<file path="config.mk">
export PLATFORM = sky130hd
export DESIGN_NAME = ice_sl_bus_arbiter
export DESIGN_NICKNAME = d
export VERILOG_FILES = /design/src/rtl/ice_sl_bus_arbiter.sv
export SDC_FILE = /design/constraint.sdc
export NUM_CORES = 1
export LEC_CHECK = 0
export CAP_MARGIN = 20
export CORE_AREA = 2 2 122 124
export CTS_CLUSTER_SIZE = 10
export DETAILED_ROUTE_END_ITERATION = 10
export DIE_AREA = 0 0 124 126
export PLACE_DENSITY_LB_ADDON = 0.08
export RECOVER_POWER = 25
export SLEW_MARGIN = 20
export SYNTH_ARGS = -nofsm -noshare
export SYNTH_HDL_FRONTEND = slang
export SYNTH_SLANG_ARGS = --single-unit
</file>
<file path="constraint.sdc">
create_clock -name clk -period 3.6 [get_ports clk]
set_input_delay 0.36 -clock clk [delete_from_list [all_inputs] [get_ports clk]]
set_output_delay 0.36 -clock clk [all_outputs]
set_load 0.02 [all_outputs]
</file>
<file path="src/rtl/ice_sl_bus_arbiter.sv">
// ice_sl_bus_arbiter
//   Round-robin arbiter for the shared slave output bus. One-hot registered
//   grant, optional priority class, and a hold watchdog that revokes a stuck
//   owner and locks it out until it drops its request. Every ownership
//   change passes through a RELEASE turnaround cycle, so the bus always sees
//   at least one all-zero grant cycle between owners.

module ice_sl_bus_arbiter #(
  parameter int               NUM_DEV    = 7,
  parameter int               ID_W       = 3,
  parameter int               TMO_W      = 20,
  parameter logic [TMO_W-1:0] TMO_CYCLES = 20'd1000000
) (
  input  logic               clk,
  input  logic               reset,
  input  logic               enable,
  input  logic [NUM_DEV-1:0] prio_mask,
  input  logic [NUM_DEV-1:0] sl_arb_request,
  output logic [NUM_DEV-1:0] sl_arb_grant,
  output logic [ID_W-1:0]    owner_id,
  output logic               busy,
  output logic               tmo_pulse,
  output logic [NUM_DEV-1:0] tmo_sticky,
  input  logic               tmo_clear
);

  typedef enum logic [1:0] {
    IDLE    = 2'd0,
    GRANT   = 2'd1,
    RELEASE = 2'd2
  } state_t;

  localparam logic [NUM_DEV-1:0] DEV_ZERO = {NUM_DEV{1'b0}};
  localparam logic [NUM_DEV-1:0] DEV_ONE  = {{(NUM_DEV-1){1'b0}}, 1'b1};
  localparam logic [TMO_W-1:0]   TMO_ZERO = {TMO_W{1'b0}};
  localparam logic [TMO_W-1:0]   TMO_ONE  = {{(TMO_W-1){1'b0}}, 1'b1};
  localparam logic [TMO_W-1:0]   TMO_MAX  = {TMO_W{1'b1}};
  localparam logic [ID_W-1:0]    ID_LAST  = ID_W'(NUM_DEV - 1);

  // A zero timeout disables the watchdog; the compare value is only
  // meaningful when the watchdog is on.
  localparam logic               TMO_EN   = (TMO_CYCLES != TMO_ZERO);
  localparam logic [TMO_W-1:0]   TMO_LAST = TMO_CYCLES - TMO_ONE;

  state_t             state_r;
  logic [TMO_W-1:0]   hold_cnt_r;
  logic [NUM_DEV-1:0] lockout_r;

  logic [NUM_DEV-1:0] eligible_s;
  logic [NUM_DEV-1:0] prio_hit_s;
  logic [NUM_DEV-1:0] pset_s;
  logic [ID_W-1:0]    winner_s;
  logic [NUM_DEV-1:0] winner_onehot_s;
  logic [NUM_DEV-1:0] owner_onehot_s;
  logic [NUM_DEV-1:0] sticky_base_s;
  logic               owner_req_s;

  // Round-robin pick: first set bit of pset scanning upward from last+1,
  // wrapping at NUM_DEV. Returns last when pset is empty (caller gates it).
  function automatic logic [ID_W-1:0] pick_winner(
    input logic [NUM_DEV-1:0] pset,
    input logic [ID_W-1:0]    last
  );
    logic [ID_W-1:0] win;
    logic            found;
    int              pos;
    win   = last;
    found = 1'b0;
    for (int k = 1; k <= NUM_DEV; k++) begin
      pos = int'(last) + k;
      if (pos >= NUM_DEV) begin
        pos = pos - NUM_DEV;
      end else begin
        pos = pos;
      end
      if (!found && pset[pos[ID_W-1:0]]) begin
        win   = pos[ID_W-1:0];
        found = 1'b1;
      end else begin
        found = found;
      end
    end
    return win;
  endfunction

  // Eligibility, priority-class filtering, winner selection and sticky base.
  always_comb begin
    eligible_s = sl_arb_request & ~lockout_r;
    prio_hit_s = eligible_s & prio_mask;
    if (prio_hit_s != DEV_ZERO) begin
      pset_s = prio_hit_s;
    end else begin
      pset_s = eligible_s;
    end
    winner_s        = pick_winner(pset_s, owner_id);
    winner_onehot_s = DEV_ONE << winner_s;
    owner_onehot_s  = DEV_ONE << owner_id;
    owner_req_s     = sl_arb_request[owner_id];
    // A timeout in the same cycle re-sets its bit on top of this base,
    // so a simultaneous set beats the clear.
    if (tmo_clear) begin
      sticky_base_s = DEV_ZERO;
    end else begin
      sticky_base_s = tmo_sticky;
    end
  end

  // Arbiter FSM with registered grant, owner, busy and watchdog outputs.
  always_ff @(posedge clk) begin
    if (reset) begin
      state_r      <= IDLE;
      sl_arb_grant <= DEV_ZERO;
      owner_id     <= ID_LAST;
      busy         <= 1'b0;
      tmo_pulse    <= 1'b0;
      tmo_sticky   <= DEV_ZERO;
      lockout_r    <= DEV_ZERO;
      hold_cnt_r   <= TMO_ZERO;
    end else begin
      tmo_pulse  <= 1'b0;
      tmo_sticky <= sticky_base_s;
      // Lockout is released as soon as the device lets go of its request.
      lockout_r  <= lockout_r & sl_arb_request;
      case (state_r)
        IDLE: begin
          if (enable && (eligible_s != DEV_ZERO)) begin
            state_r      <= GRANT;
            sl_arb_grant <= winner_onehot_s;
            owner_id     <= winner_s;
            busy         <= 1'b1;
            hold_cnt_r   <= TMO_ZERO;
          end else begin
            state_r      <= IDLE;
            sl_arb_grant <= DEV_ZERO;
          end
        end
        GRANT: begin
          if (hold_cnt_r != TMO_MAX) begin
            hold_cnt_r <= hold_cnt_r + TMO_ONE;
          end else begin
            hold_cnt_r <= hold_cnt_r;
          end
          // A request drop takes precedence over a coincident timeout.
          if (!owner_req_s) begin
            state_r      <= RELEASE;
            sl_arb_grant <= DEV_ZERO;
          end else if (TMO_EN && (hold_cnt_r == TMO_LAST)) begin
            state_r      <= RELEASE;
            sl_arb_grant <= DEV_ZERO;
            tmo_pulse    <= 1'b1;
            tmo_sticky   <= sticky_base_s | owner_onehot_s;
            lockout_r    <= (lockout_r & sl_arb_request) | owner_onehot_s;
          end else begin
            state_r      <= GRANT;
          end
        end
        RELEASE: begin
          state_r      <= IDLE;
          sl_arb_grant <= DEV_ZERO;
          busy         <= 1'b0;
        end
        default: begin
          state_r      <= IDLE;
          sl_arb_grant <= DEV_ZERO;
          busy         <= 1'b0;
        end
      endcase
    end
  end

  ice_sl_bus_arbiter_chk #(
    .NUM_DEV (NUM_DEV)
  ) u_chk (
    .clk       (clk),
    .reset     (reset),
    .grant     (sl_arb_grant),
    .busy      (busy),
    .tmo_pulse (tmo_pulse)
  );

endmodule

// ice_sl_bus_arbiter_chk
//   Structural invariants of the arbiter outputs.
module ice_sl_bus_arbiter_chk #(
  parameter int NUM_DEV = 7
) (
  input logic               clk,
  input logic               reset,
  input logic [NUM_DEV-1:0] grant,
  input logic               busy,
  input logic               tmo_pulse
);

  // At most one owner at a time.
  a_grant_onehot: assert property (@(posedge clk) disable iff (reset)
    $onehot0(grant));

  // A revoke always leaves the bus ungranted.
  a_pulse_idle: assert property (@(posedge clk) disable iff (reset)
    tmo_pulse |-> (grant == {NUM_DEV{1'b0}}));

  // Any active grant is reported as busy.
  a_grant_busy: assert property (@(posedge clk) disable iff (reset)
    (grant != {NUM_DEV{1'b0}}) |-> busy);

endmodule

</file>
=== Word level (Yosys, flattened, before mapping) ===
Cells that the tools add are included.

* Add/subtract/negate cells: 15
* Order comparisons: 15
* Eq/ne operators: 6
* Shifts and indexed selects: 2
* Muxes and demuxes: 58
* Bitwise operators: 8
* Reductions and logical operators: 21

{| class="wikitable"
|+ Operators with widths
! operator !! number
|-
| 2-to-1 mux 7 bit || 11
|-
| 2-to-1 mux 3 bit || 14
|-
| 2-to-1 mux 20 bit || 2
|-
| one-hot mux 20 bit (2 select lines) || 1
|-
| less-than comparator 3 x 4 -> 1 bit (second input constant) || 8
|-
| greater-or-equal comparator 4 x 3 -> 1 bit (second input constant) || 7
|-
| binary-select mux 1 bit (select 3 bit) || 8
|-
| AND 7 bit || 3
|-
| subtractor 3 bit (second input constant) || 7
|-
| adder 20 x 1 -> 20 bit (second input constant) || 1
|-
| equality test 20 bit (second input constant) || 1
|-
| != test 20 bit (second input constant) || 1
|-
| 2-to-1 mux 1 bit || 17
|-
| adder 3 x 3 -> 4 bit (second input constant) || 4
|-
| bitwise OR 7 bit || 2
|-
| one-hot mux 7 bit (2 select lines) || 1
|-
| nonzero test 7 bit || 2
|-
| << shifter 1 x 3 -> 7 bit (first input constant) || 2
|-
| adder 3 x 2 -> 4 bit (second input constant) || 2
|-
| logical AND 1 bit || 7
|-
| inverter 7 bit || 1
|-
| logical NOT 1 bit || 6
|-
| adder 3 x 1 -> 4 bit (second input constant) || 1
|-
| 2-to-1 mux 2 bit || 2
|-
| other kinds (11) || 14
|}

* Flip-flop bits (word level): 48
* Input bits: 18
* Output and inout port bits: 19
* Word-level logic and storage cells: 133

=== Depth between registers and ports, before layout ===
Gate-level depths: netlist of run 1.

* Word-level depth: 29
* Depth in mapped cells: 18
* Gate-level depth less buffers: 15

=== Worst setup path after synthesis of run 1 ===
No wires, ideal clock.

* Kind: reg2reg
* Start point: reg owner_id[1]
* End point: reg sl_arb_grant[1]
* Library setup time: 96 ps
* Arrival time: 3,921 ps
* Required time: 3,504 ps
* Slack: -417 ps
* Cell stages (with the launch flop): 17
* Path buffers: 2
* Clock period less this slack: 4,017 ps
* Path through: dfxtp_1 clkbuf_1 inv_1 ha_1 inv_1 fa_1 buf_2 mux2i_4 mux2_2 a32oi_1 nand2_1 or3_1 nor3_1 o221ai_1 o21ai_2 o21ai_4 o41ai_2

* Cells in the longest elaborated chain, start to end: 27
* Elaborated cells on any way between the ends: 74
* Classes of those cells: 14 x add/sub; 7 x order compare; 1 x eq/ne; 1 x shift; 39 x mux; 12 x reduce/logical

{| class="wikitable"
|+ Ends and longest elaborated chain
! element !! line !! RTL
|-
| from (decl) || 20 || <nowiki>output logic [ID_W-1:0] owner_id,</nowiki>
|-
| from (signal assigned) || 129 || <nowiki>owner_id <= winner_s;</nowiki>
|-
| adder 3 x 1 -> 4 bit || 70 || <nowiki>pos = int'(last) + k;</nowiki>
|-
| greater-or-equal comparator 4 x 3 -> 1 bit / subtractor 3 bit (equally long branches) || 71, 72 ||
|-
| 2-to-1 mux 3 bit || 71 || <nowiki>if (pos >= NUM_DEV) begin</nowiki>
|-
| binary-select mux 1 bit (select 3 bit) || 76 || <nowiki>if (!found && pset[pos[ID_W-1:0]]) begin</nowiki>
|-
| 2-to-1 mux 1 bit (not written as such) || 76 ||
|-
| 2-to-1 mux 1 bit || 76 ||
|-
| logical NOT 1 bit || 76 ||
|-
| logical AND 1 bit || 76 ||
|-
| (+11 left out) || n/a ||
|-
| logical AND 1 bit || 76 ||
|-
| 2-to-1 mux 1 bit || 76 ||
|-
| logical NOT 1 bit || 76 ||
|-
| logical AND 1 bit || 76 ||
|-
| 2-to-1 mux 3 bit || 76 ||
|-
| << shifter 1 x 3 -> 7 bit || 96 || <nowiki>winner_onehot_s = DEV_ONE << winner_s;</nowiki>
|-
| 2-to-1 mux 7 bit || 126 || <nowiki>if (enable && (eligible_s != DEV_ZERO)) begin</nowiki>
|-
| one-hot mux 7 bit (2 select lines) || 124 || <nowiki>case (state_r)</nowiki>
|-
| to (signal assigned) || 128 || <nowiki>sl_arb_grant <= winner_onehot_s;</nowiki>
|-
| to (decl) || 19 || <nowiki>output logic [NUM_DEV-1:0] sl_arb_grant,</nowiki>
|}

Parallel ways exist; a longest one is shown, timed or not. The select of a mux whose other input is x is not followed.
A chain may end at the register's enable or synchronous reset.

=== Worst setup path after layout of run 1 ===
* Start point: reg owner_id[1]
* End point: reg sl_arb_grant[2]

Same word-level chain as after synthesis.

==> results.cfg, run 1 <==
[run_status]
status = finished, final reports clean

[power]
total_power_w = 0.005143
switching_power_w = 0.002428
leakage_nw = 2.087
vdd_ir_drop_max_uv = 569.5
p_int_w = 0.002715
pwr-share-clk = 0.094
switching_share = 0.4720
powerDensity_nw_per_um2 = 945.4
pwr-share-seq = 0.120
combPwrFrac = 0.786

[layout]
area_growth_syn_to_layout_pct = 38.12
final_cells = 784
final_util = 0.3801
layout.nets = 632
antennaDiodeCount = 0
post-route-cell-area_um2 = 5440
drive_gt1_frac = 0.2683

[clocking]
cts_hold_buffers = 0
numCtsBuffers = 5
cts_tree = yes
clock_sinks = 48
clock_latency_ns = 0.29
cts_max_path_buffers = 2
cts_htree_levels = 2
root_buffer = clkbuf_16
clk_pin_slew_ns = 0.07

[critical_path]
crit_chain = inv_4, ha_4, inv_2, fa_2, mux2i_4, buf_6, mux2_4, a32oi_4, nand2_2, or3_4, or3_4, o221ai_2, o21ai_2, o21ai_4, a32o_1
cpPeakStageDelay_ns = 0.42
cp-end-kind = register
reg2reg_depth = 15
path_buf_inv = 3
r2r-end = sl_arb_grant[2]
worstPathArrival_ns = 3.75
crit_path_start_kind = register
cp_common_cell = or3_4
cp_slowest_cell = fa_2
cp_top_family = simple AND/OR/NAND/NOR gates
criticalPathCategory = reg -> reg
worst-path-max-fanout = 8
r2r_setup_slack_ns = 0.08
r2r_start = owner_id[1]
cp_data_required_time_ns = 3.83

[die]
dieWidth_um = 124
io_pins = 37
core_area_um2 = 14310
rows = 44
start_util = 0.2752
die_y_um = 126
die_area_um2 = 15620

[detailed_routing]
viasPerCell = 5.088
wl_mm = 12.76
vias = 3989
drc = 0
wl_per_cell_um = 16.28
first_pass_iters = 4
detail-route-antenna-nets = 0
drtIter0Drc = 219

[yosys]
ys_seq_area_frac = 0.2440
syn-instance-count = 489
synth_top_area_cell = dfxtp_1
synth_edf_count = 0
synth_area_leaders = dfxtp_1 24%, nand2_1 5.4%, ha_1 4.4%
syn_area_um2 = 3939
yosysMostFrequentCell = nand2_1
syn_avg_cell_area_um2 = 8.055
async_reset_ff_frac = 0
yosysWarningCount = 0
yosys_most_used_dff = dfxtp_1
yosysUniqueCellTypes = 80
ys_top_cells_by_count = 57 x nand2_1, 48 x dfxtp_1, 41 x nor2_1
yosysTopAreaCellShare = 0.2440
synth-seq-cells = 48
synth.net_count = 522

[timing]
setup_viol = 0
tightest_slew_ns = 0.6171
fmax_mhz = 284.0
min_period_over_period = 0.9781
hold_violations = 0
slew_viol_final = 0
finalClockSkew_ns = 0.004075
maxSlewHeadroom = 0.5868
period_needed_ns = 3.521
grt_setup_unrepaired = true
setup_slack_ns = 0.07880

[place]
dp.cells = 771
detailed_place_hpwl_mm = 10.21
dpl_cell_area_um2 = 5060
place.gp.congestion = 0.8660
place_ws_ns = -0.1338
port_buffers = 36

[min_path]
hold_depth = 2
hold_end = sl_arb_grant[4]
hp-class = reg -> reg
hp-start = sl_arb_grant[4]

[global_route]
grt_pass1_vias = 4039
antenna_found_initial = 0
grt_pass1_wl_mm = 21.22
overflow = 0
grtUsageTotal = 0.1712
grt_max_degree = 30

[flow_run]
drv_cap = 0
## metal layers
metal  global-route usage  wire length, µm
met5                    0                0
met2               0.2760             5947
met4              0.04494              197
met1               0.2397             6225
met3              0.02219              392
## power groups by stage
stage               sequential [W]  combinational, W  clock, W
floorplan                 0.000672           0.00235         0
global placement          0.000623           0.00366         0
detailed placement        0.000624           0.00368         0
CTS                       0.000612           0.00376  0.000508
global route              0.000622           0.00441  0.000524
finish                    0.000615           0.00404  0.000484
## how the worst max path moves through the flow
stage | end | cells after the start | from | slack (ns)
after detailed placement | sl_arb_grant[3] | 15 | owner_id[1] | -0.13
after floorplan | sl_arb_grant[1] | 17 | owner_id[1] | 0.01
after CTS | sl_arb_grant[1] | 14 | owner_id[1] | 0.02
after global placement | sl_arb_grant[3] | 15 | owner_id[1] | -0.09
final | sl_arb_grant[2] | 15 | owner_id[1] | 0.08
after global routing | sl_arb_grant[2] | 15 | owner_id[1] | -0.06
## tightest hold or removal path, stage by stage (launching register included)
cell     delay (ns)
dfxtp_1        0.31
nand2_1        0.05
o21ai_1        0.05
## layout by cell type (no fill, tap or decap), types with 3 or more instances in the layout
cell / synthesis / final
a21oi_2: 1 / 4
nor2_1: 41 / 40
o31a_1: 3 / 3
o21a_1: 8 / 8
nor3_1: 16 / 14
ha_4: 0 / 3
clkdlybuf4s50_1: 0 / 22
mux2_2: 7 / 6
nand3_1: 15 / 15
dlygate4sd3_1: 0 / 14
nor3b_1: 4 / 3
o211ai_1: 7 / 7
nand4_1: 17 / 17
a21o_1: 5 / 5
ha_2: 0 / 4
o21ai_1: 4 / 4
nor2b_1: 11 / 11
o22ai_1: 5 / 5
dfxtp_1: 48 / 45
inv_1: 12 / 9
mux2i_1: 12 / 11
o21ai_0: 17 / 15
nand2_1: 57 / 56
nand3b_1: 11 / 11
buf_4: 3 / 81
and2_1: 6 / 5
clkinvlp_4: 0 / 3
ha_1: 14 / 7
nand2b_1: 11 / 11
clkbuf_16: 0 / 5
and3_1: 7 / 7
a311o_1: 4 / 4
or3_1: 8 / 6
and4_1: 4 / 4
o21ai_2: 2 / 3
xor2_1: 15 / 15
a21oi_1: 29 / 26
xnor2_1: 9 / 9
a211oi_1: 6 / 5
## sequential cells by signal, indices dropped and copies added (netlist names)
name          cells
lockout_r         7
hold_cnt_r       20
owner_id          3
sl_arb_grant      7
tmo_pulse         1
state_r           2
tmo_sticky        7
busy              1
## timing repair
item	CTS	global route
endpoints found under the setup margin	9	9
gates cloned	0	0
buffers inserted	2	3
gates resized for setup	3	41
pin swaps	1	16
## kinds of logic after synthesis
group	after synthesis	share of synthesized area
xor gates and xnor gates	26	0.06163
adders and majority gates	15	0.04956
muxes	22	0.06766
DFF	48	0.2440
AOI/OAI and AO/OA	126	0.2389
and+or+nand+nor	222	0.3021
buffers and inverters	30	0.03621
## per-stage QoR
step / hold slack (ns) / TNS, ns
final: 0.4443 / 0
after global routing: 0.4896 / -0.2229
after CTS: 0.4558 / 0
after detailed placement: 0.4461 / -0.6775
after global placement: 0.4438 / -0.4361
after floorplan: 0.4385 / 0
## cell type report
type / count / area (µm²)
Fill cell: 1521 / 8874
Multi-Input combinational cell: 411 / 3020
Timing Repair Buffer: 120 / 1011
Sequential cell: 48 / 967.2
Tap cell: 184 / 230.2
Clock buffer: 6 / 138.9
Inverter: 13 / 57.56
Clock inverter: 2 / 15.01
Power figures use the tool's default switching activity.
==> run 2, diff against run 1 <==
Settings changed: RECOVER_POWER 25 to 100.
==> results.cfg, run 2 (synthesis gave the netlist of run 1 again) <==
[min_path]
hp-start = sl_arb_grant[4]
hp-class = reg -> reg

[timing]
tightest_slew_ns = 0.5885
period_needed_ns = 3.521
setup_viol = 0
fmax_mhz = 284.0
tns_ns = 0
min_period_over_period = 0.9781
maxSlewHeadroom = 0.6059
slew_viol_final = 0
grt_setup_unrepaired = true
finalClockSkew_ns = 0.003704
hold_violations = 0

[critical_path]
crit_path_start_kind = register
crit_chain = inv_4, ha_4, inv_2, fa_2, mux2i_4, buf_6, mux2_4, a32oi_4, nand2_2, or3_4, or3_4, o221ai_2, o21ai_2, o21ai_4, a32o_1
cp_slowest_cell = fa_2
worstPathArrival_ns = 3.75
criticalPathCategory = reg -> reg
cp-end-kind = register
path_buf_inv = 3
worst-path-max-fanout = 8
cpPeakStageDelay_ns = 0.42
cp_top_family = simple AND/OR/NAND/NOR gates
startpoint = owner_id[1]
cp_data_required_time_ns = 3.83
cp_common_cell = or3_4
r2r_start = owner_id[1]

[layout]
final_cells = 784
final_cell_mix = 78 x buf_4, 56 x nand2_1, 45 x dfxtp_1
final_common_cell = buf_4
layout.nets = 632
area_growth_syn_to_layout_pct = 37.93
top_register = hold_cnt_r
largest_reg_flops = 20
antennaDiodeCount = 0
n_fill_cell = 1523
drive_gt1_frac = 0.2650

[run_status]
status = finished, final reports clean

[global_route]
grt_max_degree = 30
overflow = 0
grtUsageTotal = 0.1712
grt_pass1_wl_mm = 21.22
grt_pass1_vias = 4039
antenna_found_initial = 0

[place]
port_buffers = 36
place.gp.congestion = 0.8660
detailed_place_hpwl_mm = 10.21
dp.cells = 771

[detailed_routing]
viasPerCell = 5.108
drtIter0Drc = 224
wl_mm = 12.78
drc = 0
detail-route-antenna-nets = 0
wl_per_cell_um = 16.30
vias = 4005
first_pass_iters = 4

[clocking]
clk_pin_slew_ns = 0.07
cts_hold_buffers = 0
root_buffer = clkbuf_16
clock_latency_ns = 0.29
cts_htree_levels = 2
cts_max_path_buffers = 2
numCtsBuffers = 5
cts_tree = yes
clock_sinks = 48

[die]
start_util = 0.2752
rows = 44
die_y_um = 126
core_area_um2 = 14310
dieWidth_um = 124
io_pins = 37
die_area_um2 = 15620

[flow_run]
drv_cap = 0

[power]
total_power_w = 0.005142
vdd_ir_drop_max_uv = 571.6
powerDensity_nw_per_um2 = 946.5
leakage_nw = 2.080
## run 2: cell types whose count changed in the layout (fill, tap and decap cells not counted), sizes merged
cell,before,now
clkbuf,6,9
buf,84,81
clkdlybuf4s50,22,17
dlygate4sd3,14,19
## run 2: layout make-up
| type | count | area, µm² | share of cell area |
|---|---|---|---|
| tap | 184 | 230.2 | 0.04238 |
| clock buffer | 6 | 138.9 | 0.02556 |
| clock inverter | 2 | 15.01 | 0.002764 |
| inverter | 13 | 57.56 | 0.01059 |
| sequential | 48 | 967.2 | 0.1780 |
| multi-input combinational | 411 | 3020 | 0.5560 |
| timing repair buffer | 120 | 1003 | 0.1847 |
## run 2: through the flow
stage | worst slack (ns) | utilization | instance area [µm²] | hold slack (ns)
final | 0.07867 | 0.3795 | 5433 | 0.4441
after global routing | -0.06041 | 0.3795 | 5433 | 0.4896
after CTS | 0.02409 | 0.3663 | 5243 | 0.4558
after detailed placement | -0.1338 | 0.3535 | 5060 | 0.4461
after global placement | -0.08897 | 0.3535 | 5060 | 0.4438
after floorplan | 0.01497 | - | 3968 | 0.4385
## run 2: report_power, final
group | switching (W) | internal (W)
sequential | 0.0000341 | 0.000581
combinational | 0.00219 | 0.00185
clock | 0.000208 | 0.000277
total | 0.00243 | 0.00271
## run 2: worst register-to-register path, cell delays in order, from the launching register on
cell,delay (ns)
dfxtp_4,0.36
inv_4,0.07
ha_4,0.13
inv_2,0.04
fa_2,0.42
mux2i_4,0.32
buf_6,0.15
mux2_4,0.30
a32oi_4,0.24
nand2_2,0.13
or3_4,0.41
or3_4,0.38
o221ai_2,0.07
o21ai_2,0.10
o21ai_4,0.13
a32o_1,0.20
## run 2: what timing repair did
action | 4_1_cts | 5_1_grt
endpoints found under the hold margin | 0 | 0
pin swaps | 1 | 16
setup buffers | 2 | 3
endpoints found under the setup margin | 9 | 9
resized for setup | 3 | 41
## run 2: final timing paths
| path | depth (start not counted) | endpoint | slack [ns] |
|---|---|---|---|
| max | 15 | sl_arb_grant[2] | 0.08 |
| min | 2 | sl_arb_grant[4] | 0.44 |
| max reg2reg | 15 | sl_arb_grant[2] | 0.08 |
| min reg2reg | 2 | sl_arb_grant[4] | 0.44 |
## run 2: layer usage
metal	GRT usage	vias up	routed length, µm
met3	0.02219	18	288
met5	0	-	0
met4	0.04494	0	248
met2	0.2760	59	5921
met1	0.2397	1903	6319
li1	-	2025	-
